==> src/rtl/oledrgb_spi_monitor_if.sv <==
`default_nettype none
// ============================================================================
//  Module      : oledrgb_spi_monitor_if
//  Description : Bus bundle between the OLEDrgb SPI capture monitor and the
//                logic that observes it. It carries the raw SPI pair, the
//                clear/readback controls and every capture status output.
//  Ports       : i_sclk, i_mosi   - SPI pair, asynchronous to the system clock
//                i_clear          - one-cycle clear pulse
//                i_rd_addr[3:0]   - buffer read address
//                o_rd_data[7:0]   - registered buffer readback
//                o_byte[7:0]      - last completed byte
//                o_byte_valid     - one-cycle pulse per completed byte
//                o_num_bytes[3:0] - bytes stored in current/last frame
//                o_frame_done     - one-cycle pulse at frame end
//                o_busy           - frame open
//                o_overflow       - sticky, byte lost to a full buffer
//                o_frame_err      - sticky, frame ended mid-byte
//  Revision    : 1.0 - initial release
// ============================================================================
interface oledrgb_spi_monitor_if;
    logic       i_sclk;
    logic       i_mosi;
    logic       i_clear;
    logic [3:0] i_rd_addr;
    logic [7:0] o_rd_data;
    logic [7:0] o_byte;
    logic       o_byte_valid;
    logic [3:0] o_num_bytes;
    logic       o_frame_done;
    logic       o_busy;
    logic       o_overflow;
    logic       o_frame_err;

    // Observer side: drives the SPI pair and controls, reads status.
    modport master (
        output i_sclk, i_mosi, i_clear, i_rd_addr,
        input  o_rd_data, o_byte, o_byte_valid, o_num_bytes,
               o_frame_done, o_busy, o_overflow, o_frame_err
    );

    // Monitor side.
    modport slave (
        input  i_sclk, i_mosi, i_clear, i_rd_addr,
        output o_rd_data, o_byte, o_byte_valid, o_num_bytes,
               o_frame_done, o_busy, o_overflow, o_frame_err
    );
endinterface
`default_nettype wire

==> src/rtl/oledrgb_spi_monitor.sv <==
`default_nettype none
// ============================================================================
//  Module      : oledrgb_spi_monitor
//  Description : Oversampling SPI mode-0 receiver for the OLEDrgb command
//                path. Deserializes MSB-first bytes, groups them into frames
//                delimited by SCLK idle time and stores each frame in a
//                MAX_BYTES-entry buffer readable by address. Listen-only.
//  Ports       : i_clk   - system clock
//                i_reset - synchronous active-high reset
//                bus     - oledrgb_spi_monitor_if.slave (SPI pair, clear,
//                          readback and capture status)
//  Revision    : 1.0 - initial release
// ============================================================================
module oledrgb_spi_monitor #(
    parameter int   MAX_BYTES = 15,
    parameter int   TIMEOUT   = 64,
    parameter logic SCLK_IDLE = 1'b0
) (
    input  wire logic              i_clk,
    input  wire logic              i_reset,
    oledrgb_spi_monitor_if.slave   bus
);

    localparam int         c_TO_W    = (TIMEOUT > 2) ? $clog2(TIMEOUT) : 1;
    localparam logic [c_TO_W-1:0] c_TO_LAST = c_TO_W'(TIMEOUT - 1);
    localparam logic [3:0] c_MAX     = 4'(MAX_BYTES);

    typedef enum logic [1:0] {
        S_IDLE = 2'd0,
        S_RECV = 2'd1,
        S_DONE = 2'd2
    } state_t;

    // ------------------------------------------------------------------
    // Synchronizers. The prev flop sits behind sync2 so that an edge is
    // seen for exactly one cycle. Resetting the SCLK chain to its idle
    // level keeps reset release from looking like an edge.
    // ------------------------------------------------------------------
    logic sclk_s1_q, sclk_s2_q, sclk_prev_q;
    logic mosi_s1_q, mosi_s2_q;

    always_ff @(posedge i_clk) begin
        if (i_reset) begin
            sclk_s1_q   <= SCLK_IDLE;
            sclk_s2_q   <= SCLK_IDLE;
            sclk_prev_q <= SCLK_IDLE;
            mosi_s1_q   <= 1'b0;
            mosi_s2_q   <= 1'b0;
        end else begin
            sclk_s1_q   <= bus.i_sclk;
            sclk_s2_q   <= sclk_s1_q;
            sclk_prev_q <= sclk_s2_q;
            mosi_s1_q   <= bus.i_mosi;
            mosi_s2_q   <= mosi_s1_q;
        end
    end

    logic w_rise;
    assign w_rise = sclk_s2_q & ~sclk_prev_q;

    // ------------------------------------------------------------------
    // Frame FSM, deserializer and buffer writes.
    // ------------------------------------------------------------------
    state_t            state_q;
    logic [7:0]        shift_q;
    logic [7:0]        shift_d;
    logic [2:0]        bit_cnt_q;
    logic [c_TO_W-1:0] to_cnt_q;
    logic [7:0]        byte_q;
    logic              byte_valid_q;
    logic [3:0]        num_bytes_q;
    logic              frame_done_q;
    logic              busy_q;
    logic              overflow_q;
    logic              frame_err_q;
    logic [7:0]        mem_q [MAX_BYTES];
    logic [7:0]        rd_data_q;

    // MOSI is sampled from its own sync2 in the same cycle the edge is seen,
    // so both paths carry identical latency.
    assign shift_d = {shift_q[6:0], mosi_s2_q};

    always_ff @(posedge i_clk) begin
        if (i_reset) begin
            state_q      <= S_IDLE;
            shift_q      <= 8'h00;
            bit_cnt_q    <= 3'd0;
            to_cnt_q     <= '0;
            byte_q       <= 8'h00;
            byte_valid_q <= 1'b0;
            num_bytes_q  <= 4'd0;
            frame_done_q <= 1'b0;
            busy_q       <= 1'b0;
            overflow_q   <= 1'b0;
            frame_err_q  <= 1'b0;
            for (int i = 0; i < MAX_BYTES; i++) begin
                mem_q[i] <= 8'h00;
            end
        end else begin
            byte_valid_q <= 1'b0;
            frame_done_q <= 1'b0;
            if (bus.i_clear) begin
                // Clear wins over any coincident edge; that edge is lost.
                state_q     <= S_IDLE;
                bit_cnt_q   <= 3'd0;
                to_cnt_q    <= '0;
                num_bytes_q <= 4'd0;
                busy_q      <= 1'b0;
                overflow_q  <= 1'b0;
                frame_err_q <= 1'b0;
                for (int i = 0; i < MAX_BYTES; i++) begin
                    mem_q[i] <= 8'h00;
                end
            end else begin
                case (state_q)
                    S_IDLE: begin
                        // Count and buffer survive until the next frame's
                        // first edge so software can read the last frame.
                        if (w_rise) begin
                            num_bytes_q <= 4'd0;
                            shift_q     <= {7'd0, mosi_s2_q};
                            bit_cnt_q   <= 3'd1;
                            to_cnt_q    <= '0;
                            busy_q      <= 1'b1;
                            state_q     <= S_RECV;
                        end
                    end
                    S_RECV: begin
                        if (w_rise) begin
                            shift_q  <= shift_d;
                            to_cnt_q <= '0;
                            if (bit_cnt_q == 3'd7) begin
                                byte_q       <= shift_d;
                                byte_valid_q <= 1'b1;
                                bit_cnt_q    <= 3'd0;
                                if (num_bytes_q < c_MAX) begin
                                    mem_q[num_bytes_q] <= shift_d;
                                    num_bytes_q        <= num_bytes_q + 4'd1;
                                end else begin
                                    overflow_q <= 1'b1;
                                end
                            end else begin
                                bit_cnt_q <= bit_cnt_q + 3'd1;
                            end
                        end else if (to_cnt_q == c_TO_LAST) begin
                            if (bit_cnt_q != 3'd0) begin
                                frame_err_q <= 1'b1;
                            end
                            bit_cnt_q    <= 3'd0;
                            busy_q       <= 1'b0;
                            frame_done_q <= 1'b1;
                            state_q      <= S_DONE;
                        end else begin
                            to_cnt_q <= to_cnt_q + 1'b1;
                        end
                    end
                    S_DONE: begin
                        // One-cycle frame_done window; edges here are ignored.
                        state_q <= S_IDLE;
                    end
                    default: begin
                        state_q <= S_IDLE;
                    end
                endcase
            end
        end
    end

    // ------------------------------------------------------------------
    // Readback. Addresses beyond the buffer depth read as zero.
    // ------------------------------------------------------------------
    always_ff @(posedge i_clk) begin
        if (i_reset) begin
            rd_data_q <= 8'h00;
        end else if (bus.i_rd_addr < c_MAX) begin
            rd_data_q <= mem_q[bus.i_rd_addr];
        end else begin
            rd_data_q <= 8'h00;
        end
    end

    assign bus.o_rd_data    = rd_data_q;
    assign bus.o_byte       = byte_q;
    assign bus.o_byte_valid = byte_valid_q;
    assign bus.o_num_bytes  = num_bytes_q;
    assign bus.o_frame_done = frame_done_q;
    assign bus.o_busy       = busy_q;
    assign bus.o_overflow   = overflow_q;
    assign bus.o_frame_err  = frame_err_q;

endmodule
`default_nettype wire

==> src/flat_wrapper.sv <==
// flat-port wrapper written by rule: the top's interface ports become plain ports
module oledrgb_spi_monitor_flat 
#(
    parameter int   MAX_BYTES = 15,
    parameter int   TIMEOUT   = 64,
    parameter logic SCLK_IDLE = 1'b0
)
  (i_clk, i_reset, bus_i_sclk, bus_i_mosi, bus_i_clear, bus_i_rd_addr, bus_o_rd_data, bus_o_byte, bus_o_byte_valid, bus_o_num_bytes, bus_o_frame_done, bus_o_busy, bus_o_overflow, bus_o_frame_err);
  oledrgb_spi_monitor_if bus_i ();
  input  wire logic i_clk;
  input  wire logic i_reset;
  input wire logic [$bits(bus_i.i_sclk)-1:0] bus_i_sclk;
  input wire logic [$bits(bus_i.i_mosi)-1:0] bus_i_mosi;
  input wire logic [$bits(bus_i.i_clear)-1:0] bus_i_clear;
  input wire logic [$bits(bus_i.i_rd_addr)-1:0] bus_i_rd_addr;
  output wire logic [$bits(bus_i.o_rd_data)-1:0] bus_o_rd_data;
  output wire logic [$bits(bus_i.o_byte)-1:0] bus_o_byte;
  output wire logic [$bits(bus_i.o_byte_valid)-1:0] bus_o_byte_valid;
  output wire logic [$bits(bus_i.o_num_bytes)-1:0] bus_o_num_bytes;
  output wire logic [$bits(bus_i.o_frame_done)-1:0] bus_o_frame_done;
  output wire logic [$bits(bus_i.o_busy)-1:0] bus_o_busy;
  output wire logic [$bits(bus_i.o_overflow)-1:0] bus_o_overflow;
  output wire logic [$bits(bus_i.o_frame_err)-1:0] bus_o_frame_err;
  assign bus_i.i_sclk = bus_i_sclk;
  assign bus_i.i_mosi = bus_i_mosi;
  assign bus_i.i_clear = bus_i_clear;
  assign bus_i.i_rd_addr = bus_i_rd_addr;
  assign bus_o_rd_data = bus_i.o_rd_data;
  assign bus_o_byte = bus_i.o_byte;
  assign bus_o_byte_valid = bus_i.o_byte_valid;
  assign bus_o_num_bytes = bus_i.o_num_bytes;
  assign bus_o_frame_done = bus_i.o_frame_done;
  assign bus_o_busy = bus_i.o_busy;
  assign bus_o_overflow = bus_i.o_overflow;
  assign bus_o_frame_err = bus_i.o_frame_err;
  oledrgb_spi_monitor #(.MAX_BYTES(MAX_BYTES), .TIMEOUT(TIMEOUT), .SCLK_IDLE(SCLK_IDLE)) u_core (.i_clk(i_clk), .i_reset(i_reset), .bus(bus_i));
endmodule
==> config.mk <==
export PLATFORM = sky130hd
export DESIGN_NAME = oledrgb_spi_monitor_flat
export DESIGN_NICKNAME = d
export VERILOG_FILES = /design/src/rtl/oledrgb_spi_monitor_if.sv /design/src/rtl/oledrgb_spi_monitor.sv /design/src/flat_wrapper.sv
export SDC_FILE = /design/constraint.sdc
export NUM_CORES = 1
export LEC_CHECK = 0
export CORE_MARGIN = 3
export CORE_UTILIZATION = 40
export DETAILED_ROUTE_END_ITERATION = 8
export PLACE_DENSITY_LB_ADDON = 0.15
export SLEW_MARGIN = 15
export SYNTH_ARGS = -nofsm -noshare
export SYNTH_HDL_FRONTEND = slang
export SYNTH_SLANG_ARGS = --single-unit
==> constraint.sdc <==
create_clock -name i_clk -period 3.5 [get_ports i_clk]
set_input_delay 0.875 -clock i_clk [delete_from_list [all_inputs] [get_ports i_clk]]
set_output_delay 0.875 -clock i_clk [all_outputs]
set_load 0.1 [all_outputs]
After elaboration in Yosys (flattened, before gate mapping)
Memory sizes are Yosys's and may differ from the RTL's. A register that Yosys moved wholly into a read port is not among the register bits.
Index checks and enable logic that the tools add are counted.

storage, ports and cells
  bits of input ports = 9
  register bits = 40
  logic and storage cells = 129
  bits in writable memories = 120
  memories kept = 1
  output and inout bits = 25

memories
  name          depth  width  rd ports  clocked after memory_dff  wr ports  line                       source
  u_core.mem_q  15     8      1         1                         15        oledrgb_spi_monitor.sv:76  logic [7:0] mem_q [MAX_BYTES];

cells by class
  bitwise gates (word level) = 22
  muxes and demuxes = 57
  reduce and logical (&&, ||, !) cells = 17
  add/subtract/negate cells = 3
  order comparisons = 2
  equality and inequality tests = 11

operator list
  kind                   count
  $mux W8                16
  $mux W4                5
  $reduce_and A4 Y1      5
  $mux W1                18
  $mux W6                3
  $or A1 B1 Y1           15
  $mux W7                2
  $pmux W7 S2            1
  $mux W3                4
  $pmux W6 S2            1
  $ne A2 B1 Y1 const B   5
  $reduce_and A3 Y1      3
  $lt A4 B4 Y1 const B   2
  $pmux W4 S2            1
  $reduce_or A4 Y1       2
  $reduce_or A8 Y1       1
  $add A6 B1 Y6 const B  1
  $eq A6 B6 Y1 const B   1
  $mux W2                3
  $not A1 Y1             6
  $pmux W3 S2            1
  $reduce_and A5 Y1      1
  $add A4 B1 Y4 const B  1
  $pmux W2 S2            1
  12 further kinds       13

Logic depth before layout (Yosys ltp)
Gate-level depths: netlist of run 1.

  depth in word-level cells = 10
  mapped depth = 8
  depth with buffers taken out = 6

Worst setup path after synthesis of run 1
Ideal clock, no wire load.

  path kind = register to register
  from = reg u_core.num_bytes_q[2] (netlist: u_core.bus.o_num_bytes[2])
  to = mem u_core.mem_q[4][0] (enable)
  clock period less this slack = 2.746 ns
  data required time = 3.116 ns
  setup slack = 0.754 ns
  stages on the path, launching flop included = 5
  setup time = 0.384 ns
  data arrival time = 2.362 ns
  path buffers = 1
  cells stage by stage = dfxtp_1 > buf_2 > nor2b_1 > nand3_2 > o21ai_0

RTL lines
  what                    line                        source
  start, declared         oledrgb_spi_monitor.sv:71   logic [3:0] num_bytes_q;
  start signal, assigned  oledrgb_spi_monitor.sv:138  num_bytes_q <= num_bytes_q + 4'd1;
  end, declared           oledrgb_spi_monitor.sv:76

==> metrics.md, run 1 <==
| Metric | Value |
|---|---|
| Setup TNS | `0 ns` |
| Met3 Use GR | `4.59%` |
| Min Tclk post-route | `2.66 ns` |
| DRC Markers | `0` |
| Worst Path Arrival | `2.75 ns` |
| Cells after Synth | `588` |
| Slowest cell delay on critical path | `0.48 ns` |
| Final Cycle Share | `76.1%` |
| Number of synthesized flops with an enable pin | `120` |
| Post-synth cell types | `53` |
| Chip height | `143 um` |
| Clk_skew | `0.00880 ns` |
| H-tree lvl count | `4` |
| Crit-path slowest cell | `clkdlybuf4s50_1` |
| Wire length of the first global-routing pass | `27.9 mm` |
| Critical Path Start Type | `input port` |
| Clock Latency Late Sink | `0.42 ns` |
| DIE WIDTH | `143 um` |
| Ports | `34` |
| CP Max Fanout | `12` |
| TritonRoute pass-1 iters | `5` |
| Critical path class | `in -> reg` |
| Worst path cell trace | `clkdlybuf4s50_1 -> and2b_2 -> and4b_1 -> and3b_1 -> nand2b_1` |
| Total die area | `20600 sq um` |
| Clock Path Buffers | `2` |
| Max VDD drop | `0.000387 V` |
| Initial antenna violation count | `0` |
| Final ANT Viol Nets | `0` |
| Global route hottest layer | `met2` |
| Most common cell after layout, fill and taps aside | `and2_1` |
| Initial Utilization | `41.3%` |
| Post-synthesis async set-or-reset flop share | `0%` |
| Sequential-to-total area share from yosys stat | `60.5%` |
| CP required | `3.58 ns` |
| MaxCap Viol Count | `0` |
| Synth Cell Area | `7550 sq um` |
| Layout cell share with drive strength beyond 1 | `17.3%` |
| Top FF cell, synth | `edfxtp_1` |
| WL per Instance | `20.2 um` |
| Hpwl dp | `11.9 mm` |
| Cts-stage hold buffer count | `0` |
| Syn_area_per_cell | `12.8 sq um` |
| Syn_nets | `605` |
| Clock transition at path regs | `0.07 ns` |
| Status | `finished, final reports clean` |
| Core area | `18300 sq um` |
| Largest net degree at the start of global routing | `35` |
| Met1 Resource Use GR | `25.3%` |
| Resize count post-CTS | `0` |
| Met2 usage | `28.8%` |
| Post-placement cell count | `834` |
| Critical path capture point type | `register` |
| Static leakage | `3.28 nW` |
| Final Setup Violations | `0` |
| Via density | `5.35` |
| Most frequent cells in the layout | `123 x and2_1, 120 x edfxtp_1, 48 x dfxtp_1, 46 x buf_4, 32 x nor2_1` |
| Area delta synth->final | `14.8%` |
| Global Route Usage Sum | `18.3%` |
| Worst-Margin Slew | `0.888 ns` |
| Relative slew slack | `40.7%` |
| Worst min path class | `reg -> reg` |
| Fmax | `375 MHz` |
| Unrepaired setup endpoints after global routing | `false` |
| CTS tree | `done` |
| Fin util | `47.5%` |
| Cell area power density | `504 nW/um^2` |
| Yosys reg bits | `168` |
| Nets | `641` |
| Row count | `49` |
| Vias in the first global route | `4792` |
| Postcts setup bufs | `0` |
| Yosys Warn Count | `0` |
| Drt total wl | `17.5 mm` |
| Hold Slack | `0.443 ns` |
| Final hold vios | `0` |
| ANT cells | `0` |
| Root Driver | `clkbuf_16` |
| Finished Layout Cells | `866` |
| Clock sink count | `168` |
| Port-buffer cells | `33` |
| Fin. max-slew vios | `0` |
| RD Place Congestion | `0.800` |
| Routed vias | `4632` |
| Grt ovf | `0` |
| Iter 0 DRT Violations | `370` |
| TritonCTS buffer count | `17` |
-- through the flow --
stage / cell area (sq um) / setup slack [ns] / total power, mW
after floorplan: 7550 / 0.754 / 2.45
after global placement: 8080 / 0.485 / 2.53
after detailed placement: 8080 / 0.397 / 2.54
after CTS: 8670 / 0.842 / 4.41
after global routing: 8670 / 0.720 / 4.52
final: 8670 / 0.835 / 4.37
-- path summary, 6_finish.rpt --
kind                            start                  end  slack (ns)  cells after the start
setup / recovery          bus_i_clear  u_core.mem_q[14][4]        0.84                      5
hold / removal       u_core.sclk_s1_q     u_core.sclk_s2_q        0.44                      1
setup reg to reg  u_core.bit_cnt_q[0]  u_core.mem_q[14][4]        0.91                      6
hold reg to reg      u_core.sclk_s1_q     u_core.sclk_s2_q        0.44                      1
-- power breakdown --
group | total (mW) | internal [mW] | switching (mW) | leakage [nW]
combinational | 0.262 | 0.0888 | 0.174 | 1.30
clock | 1.88 | 1.07 | 0.812 | 0.280
sequential | 2.23 | 2.20 | 0.0281 | 1.70
-- flip-flops by register name, summed over array words and instances (netlist names), 2 cells and up --
signal	count
u_core.bus.o_rd_data	8
u_core.mem_q	120
u_core.bus.o_byte	8
u_core.bus.o_num_bytes	4
u_core.bit_cnt_q	3
u_core.shift_q	7
u_core.state_q	2
u_core.to_cnt_q	6
-- cell usage after synthesis, types with 2 or more instances --
cell type | n | area [sq um]
and2_1 | 123 | 769
edfxtp_1 | 120 | 3600
dfxtp_1 | 48 | 961
nor2_1 | 32 | 120
mux2i_1 | 24 | 240
o21ai_0 | 22 | 110
clkbuf_1 | 20 | 75.1
mux4_2 | 17 | 383
nand2b_1 | 16 | 100
a21oi_1 | 15 | 75.1
inv_1 | 12 | 45.0
nand2_1 | 12 | 45.0
a31oi_1 | 11 | 68.8
nand3_1 | 11 | 55.1
nor2b_1 | 10 | 62.6
buf_2 | 9 | 45.0
a221oi_1 | 8 | 70.1
a22oi_1 | 8 | 60.1
ha_1 | 8 | 100
o221ai_1 | 7 | 61.3
nand4_1 | 5 | 31.3
buf_4 | 4 | 30.0
nor4_4 | 4 | 85.1
and3b_1 | 3 | 26.3
o211ai_1 | 3 | 22.5
a22o_1 | 2 | 17.5
and4_1 | 2 | 17.5
buf_1 | 2 | 7.51
buf_6 | 2 | 22.5
nor3_1 | 2 | 10.0
o31ai_1 | 2 | 15.0
o32ai_1 | 2 | 17.5
or2_2 | 2 | 12.5
-- routing by layer --
| metal | share of wire [%] | up-vias |
|---|---|---|
| li1 | - | 2221 |
| met1 | 47 | 2296 |
| met2 | 47 | 94 |
| met3 | 3.9 | 21 |
| met4 | 2.0 | 0 |
| met5 | 0 | - |
-- cell families after synthesis --
group                    share of synthesized area [%]
AO/OA/AOI/OAI                                     7.57
adder cells (fa/ha/maj)                           1.33
buffers and inverters                             3.03
flip-flops                                        60.5
multiplexers                                      8.25
AND/OR/NAND/NOR                                   19.4
-- area by class of cell --
| type | instances | area [sq um] |
|---|---|---|
| clock buffers | 18 | 429 |
| clock inverters | 14 | 164 |
| fillers | 1628 | 9600 |
| inverters | 13 | 48.8 |
| multi-input cells | 370 | 2760 |
| flip-flops and latches | 168 | 4560 |
| well taps | 229 | 287 |
| repair buffers | 54 | 420 |
-- critical path: cells and delay by family --
kind / cells / cell delay, ns
AND/OR/NAND/NOR: 4 / 1.40
buffers and inverters: 1 / 0.48
No activity file was read; power rests on OpenSTA's default activity.
==> run 2: changes to the inputs <==
==> constraint.sdc (replaced) <==
create_clock -name i_clk -period 2.7 [get_ports i_clk]
set_input_delay 0.675 -clock i_clk [delete_from_list [all_inputs] [get_ports i_clk]]
set_output_delay 0.675 -clock i_clk [all_outputs]
set_load 0.1 [all_outputs]
==> run 2 against run 1 <==
Sequential power increased by 30%. Non-clock buffer count increased by 20. Combinational power increased by 34%. Worst hold slack got worse by 0.0076 ns. Highest routed layer unchanged. Global-route usage decreased by 0.38 points. Final cell count increased by 2.3%. First-iteration DRC count decreased by 28%. Largest cell class unchanged. Count of clock-buffer cells in the layout increased by 4. Critical endpoint is now u_core.mem_q[10][0]. Utilization increased by 0.80 points. Largest power group unchanged. Critical path type is now reg -> reg.
==> metrics.md, run 2 (synthesis gave the netlist of run 1 again) <==
| Metric | Value |
|---|---|
| MaxCap Viol Count | `0 (unchanged)` |
| Design area | `8820 sq um (+1.7%)` |
| Largest register FFs | `120 (unchanged)` |
| Clock transition at path regs | `0.07 ns (about the same)` |
| Hold Path Sink | `u_core.sclk_s2_q` |
| Fin. max-slew vios | `0 (unchanged)` |
| Most common cell after layout, fill and taps aside | `and2_1` |
| Via density | `5.30 (-0.86%)` |
| Chip height | `143 um (unchanged)` |
| Initial antenna violation count | `0 (unchanged)` |
| Routed vias | `4698 (+1.4%)` |
| Total power | `5.62 mW (+28%)` |
| R2R Path End | `u_core.mem_q[10][0]` |
| Root Driver | `clkbuf_16` |
| Setup TNS | `0 ns (unchanged)` |
| Net Sw Frac | `22.4% (-0.73 points)` |
| Seq pwr share | `51.5% (+0.5 points)` |
| R2R setup slack | `0.40 ns (-0.51 ns)` |
| Most frequent cells in the layout | `123 x and2_1, 120 x edfxtp_1, 65 x buf_4, 47 x dfxtp_1, 32 x nor2_1` |
| Min Tclk post-route | `2.30 ns` |
| Clk_skew | `0.00767 ns (-0.00114 ns)` |
| Static leakage | `3.39 nW (+3.5%)` |
| Initial Utilization | `41.3% (unchanged)` |
| Total die area | `20600 sq um (unchanged)` |
| Resize count post-CTS | `0 (unchanged)` |
| Fin util | `48.3% (+0.80 points)` |
| Final Cycle Share | `85.1%` |
| Final ANT Viol Nets | `0 (unchanged)` |
| Cell Int Power | `4.36 mW (+30%)` |
| Vias in the first global route | `4930 (+2.9%)` |
| Largest net degree at the start of global routing | `24 (-31%)` |
| Port-buffer cells | `33 (unchanged)` |
| Layout cell share with drive strength beyond 1 | `19.6% (+2.4 points)` |
| Drt total wl | `17.5 mm (-0.15%)` |
| Hold Slack | `0.435 ns (-0.00755 ns)` |
| Cts-stage hold buffer count | `0 (unchanged)` |
| Critical path class | `reg -> reg` |
| TritonCTS buffer count | `17 (unchanged)` |
| Global Route Usage Sum | `17.9% (-0.38 points)` |
| CTS tree | `done` |
| Final hold vios | `0 (unchanged)` |
| ANT cells | `0 (unchanged)` |
| Worst-Margin Slew | `0.844 ns (-0.0442 ns)` |
| DIE WIDTH | `143 um (unchanged)` |
| Nets | `661 (+3.1%)` |
| Clock Power Share | `42.3% (-0.7 points)` |
| Hpwl dp | `12.0 mm (+0.76%)` |
| Row count | `49 (unchanged)` |
| Final Setup Violations | `0 (unchanged)` |
| Cell area power density | `637 nW/um^2 (+26%)` |
| Clock Path Buffers | `2 (unchanged)` |
| CP Max Fanout | `9 (-3)` |
| Wire length of the first global-routing pass | `27.4 mm (-1.9%)` |
| Critical path capture point type | `register` |
| Clock Latency Late Sink | `0.42 ns (about the same)` |
| Dpl cell area | `8240 sq um (+2.0%)` |
| Hold Path Depth | `1 (unchanged)` |
| Psw | `1.26 mW (+24%)` |
| Grt ovf | `0 (unchanged)` |
| Critical Path Start Type | `register` |
| Max VDD drop | `0.000367 V (-5.2%)` |
| CP required | `2.99 ns (-0.59 ns)` |
| Clock sink count | `168 (unchanged)` |
| Postcts setup bufs | `0 (unchanged)` |
| Unrepaired setup endpoints after global routing | `false` |
| Iter 0 DRT Violations | `266 (-28%)` |
| Fmax | `435 MHz` |
| Status | `finished, final reports clean` |
| WL per Instance | `19.7 um (-2.4%)` |
| Relative slew slack | `43.6% (+3.0 points)` |
| Worst min path class | `reg -> reg` |
| DRC Markers | `0 (unchanged)` |
| Ports | `34 (unchanged)` |
| H-tree lvl count | `4 (unchanged)` |
| Comb power frac | `6.3% (+0.3 points)` |
| Area delta synth->final | `16.8%` |
| Largest reg by FF count | `u_core.mem_q` |
| Reg2reg start | `u_core.bit_cnt_q[1]` |
| HP Start | `u_core.sclk_s1_q` |
| Worst Path Arrival | `2.59 ns (-0.16 ns)` |
| Core area | `18300 sq um (unchanged)` |
| Worst R2R Path Depth | `6 (unchanged)` |
| TritonRoute pass-1 iters | `5 (unchanged)` |
| Critical Path Start | `u_core.bit_cnt_q[1]` |
| RD Place Congestion | `0.797 (-0.44%)` |
-- run 2: worst max-delay path by stage --
stage | slack [ns] | depth (start not counted) | end
2_1_floorplan | 0.08 | 3 | u_core.mem_q[11][0]
3_3_place_gp | 0.16 | 5 | u_core.bus.o_rd_data[1]
3_5_place_dp | 0.14 | 5 | u_core.mem_q[12][4]
4_1_cts | 0.40 | 6 | u_core.mem_q[12][1]
5_1_grt | 0.18 | 6 | u_core.mem_q[10][5]
6_report | 0.40 | 6 | u_core.mem_q[10][0]
-- run 2: worst max-delay path, stage by stage (launching register included) --
cell,delay (ns)
dfxtp_1,0.36
ha_1,0.16
ha_1,0.34
and2b_2,0.30
nand4b_2,0.23
nor2_1,0.55
and2_1,0.22
-- run 2: area by class of cell --
type	instances	area, sq um
clock buffers	22	485
flip-flops and latches	168	4570
fillers	1617	9450
multi-input cells	370	2760
inverters	13	48.8
well taps	229	287
repair buffers	74	583
clock inverters	10	90.1
-- run 2: power by group through the flow --
stage          sequential [mW]  combinational (mW)  clock (mW)
2_1_floorplan             3.00               0.173           0
3_3_place_gp              2.95               0.350           0
3_5_place_dp              2.95               0.353           0
4_1_cts                   2.89               0.353        2.41
5_1_grt                   2.90               0.374        2.52
6_report                  2.89               0.352        2.37
-- run 2: routing by layer --
metal  global-route usage [%]  wire length [um]  share of wire, %
met5                        0                 0                 0
met4                     5.15               196               1.1
met3                     3.76               569               3.3
met2                     29.3              8330                48
met1                     24.2              8380                48
-- run 2: through the flow --
stage	setup slack, ns	std cells
finish	0.402	886
global route	0.184	886
CTS	0.403	886
detailed placement	0.144	854
global placement	0.163	854
floorplan	0.0768	588
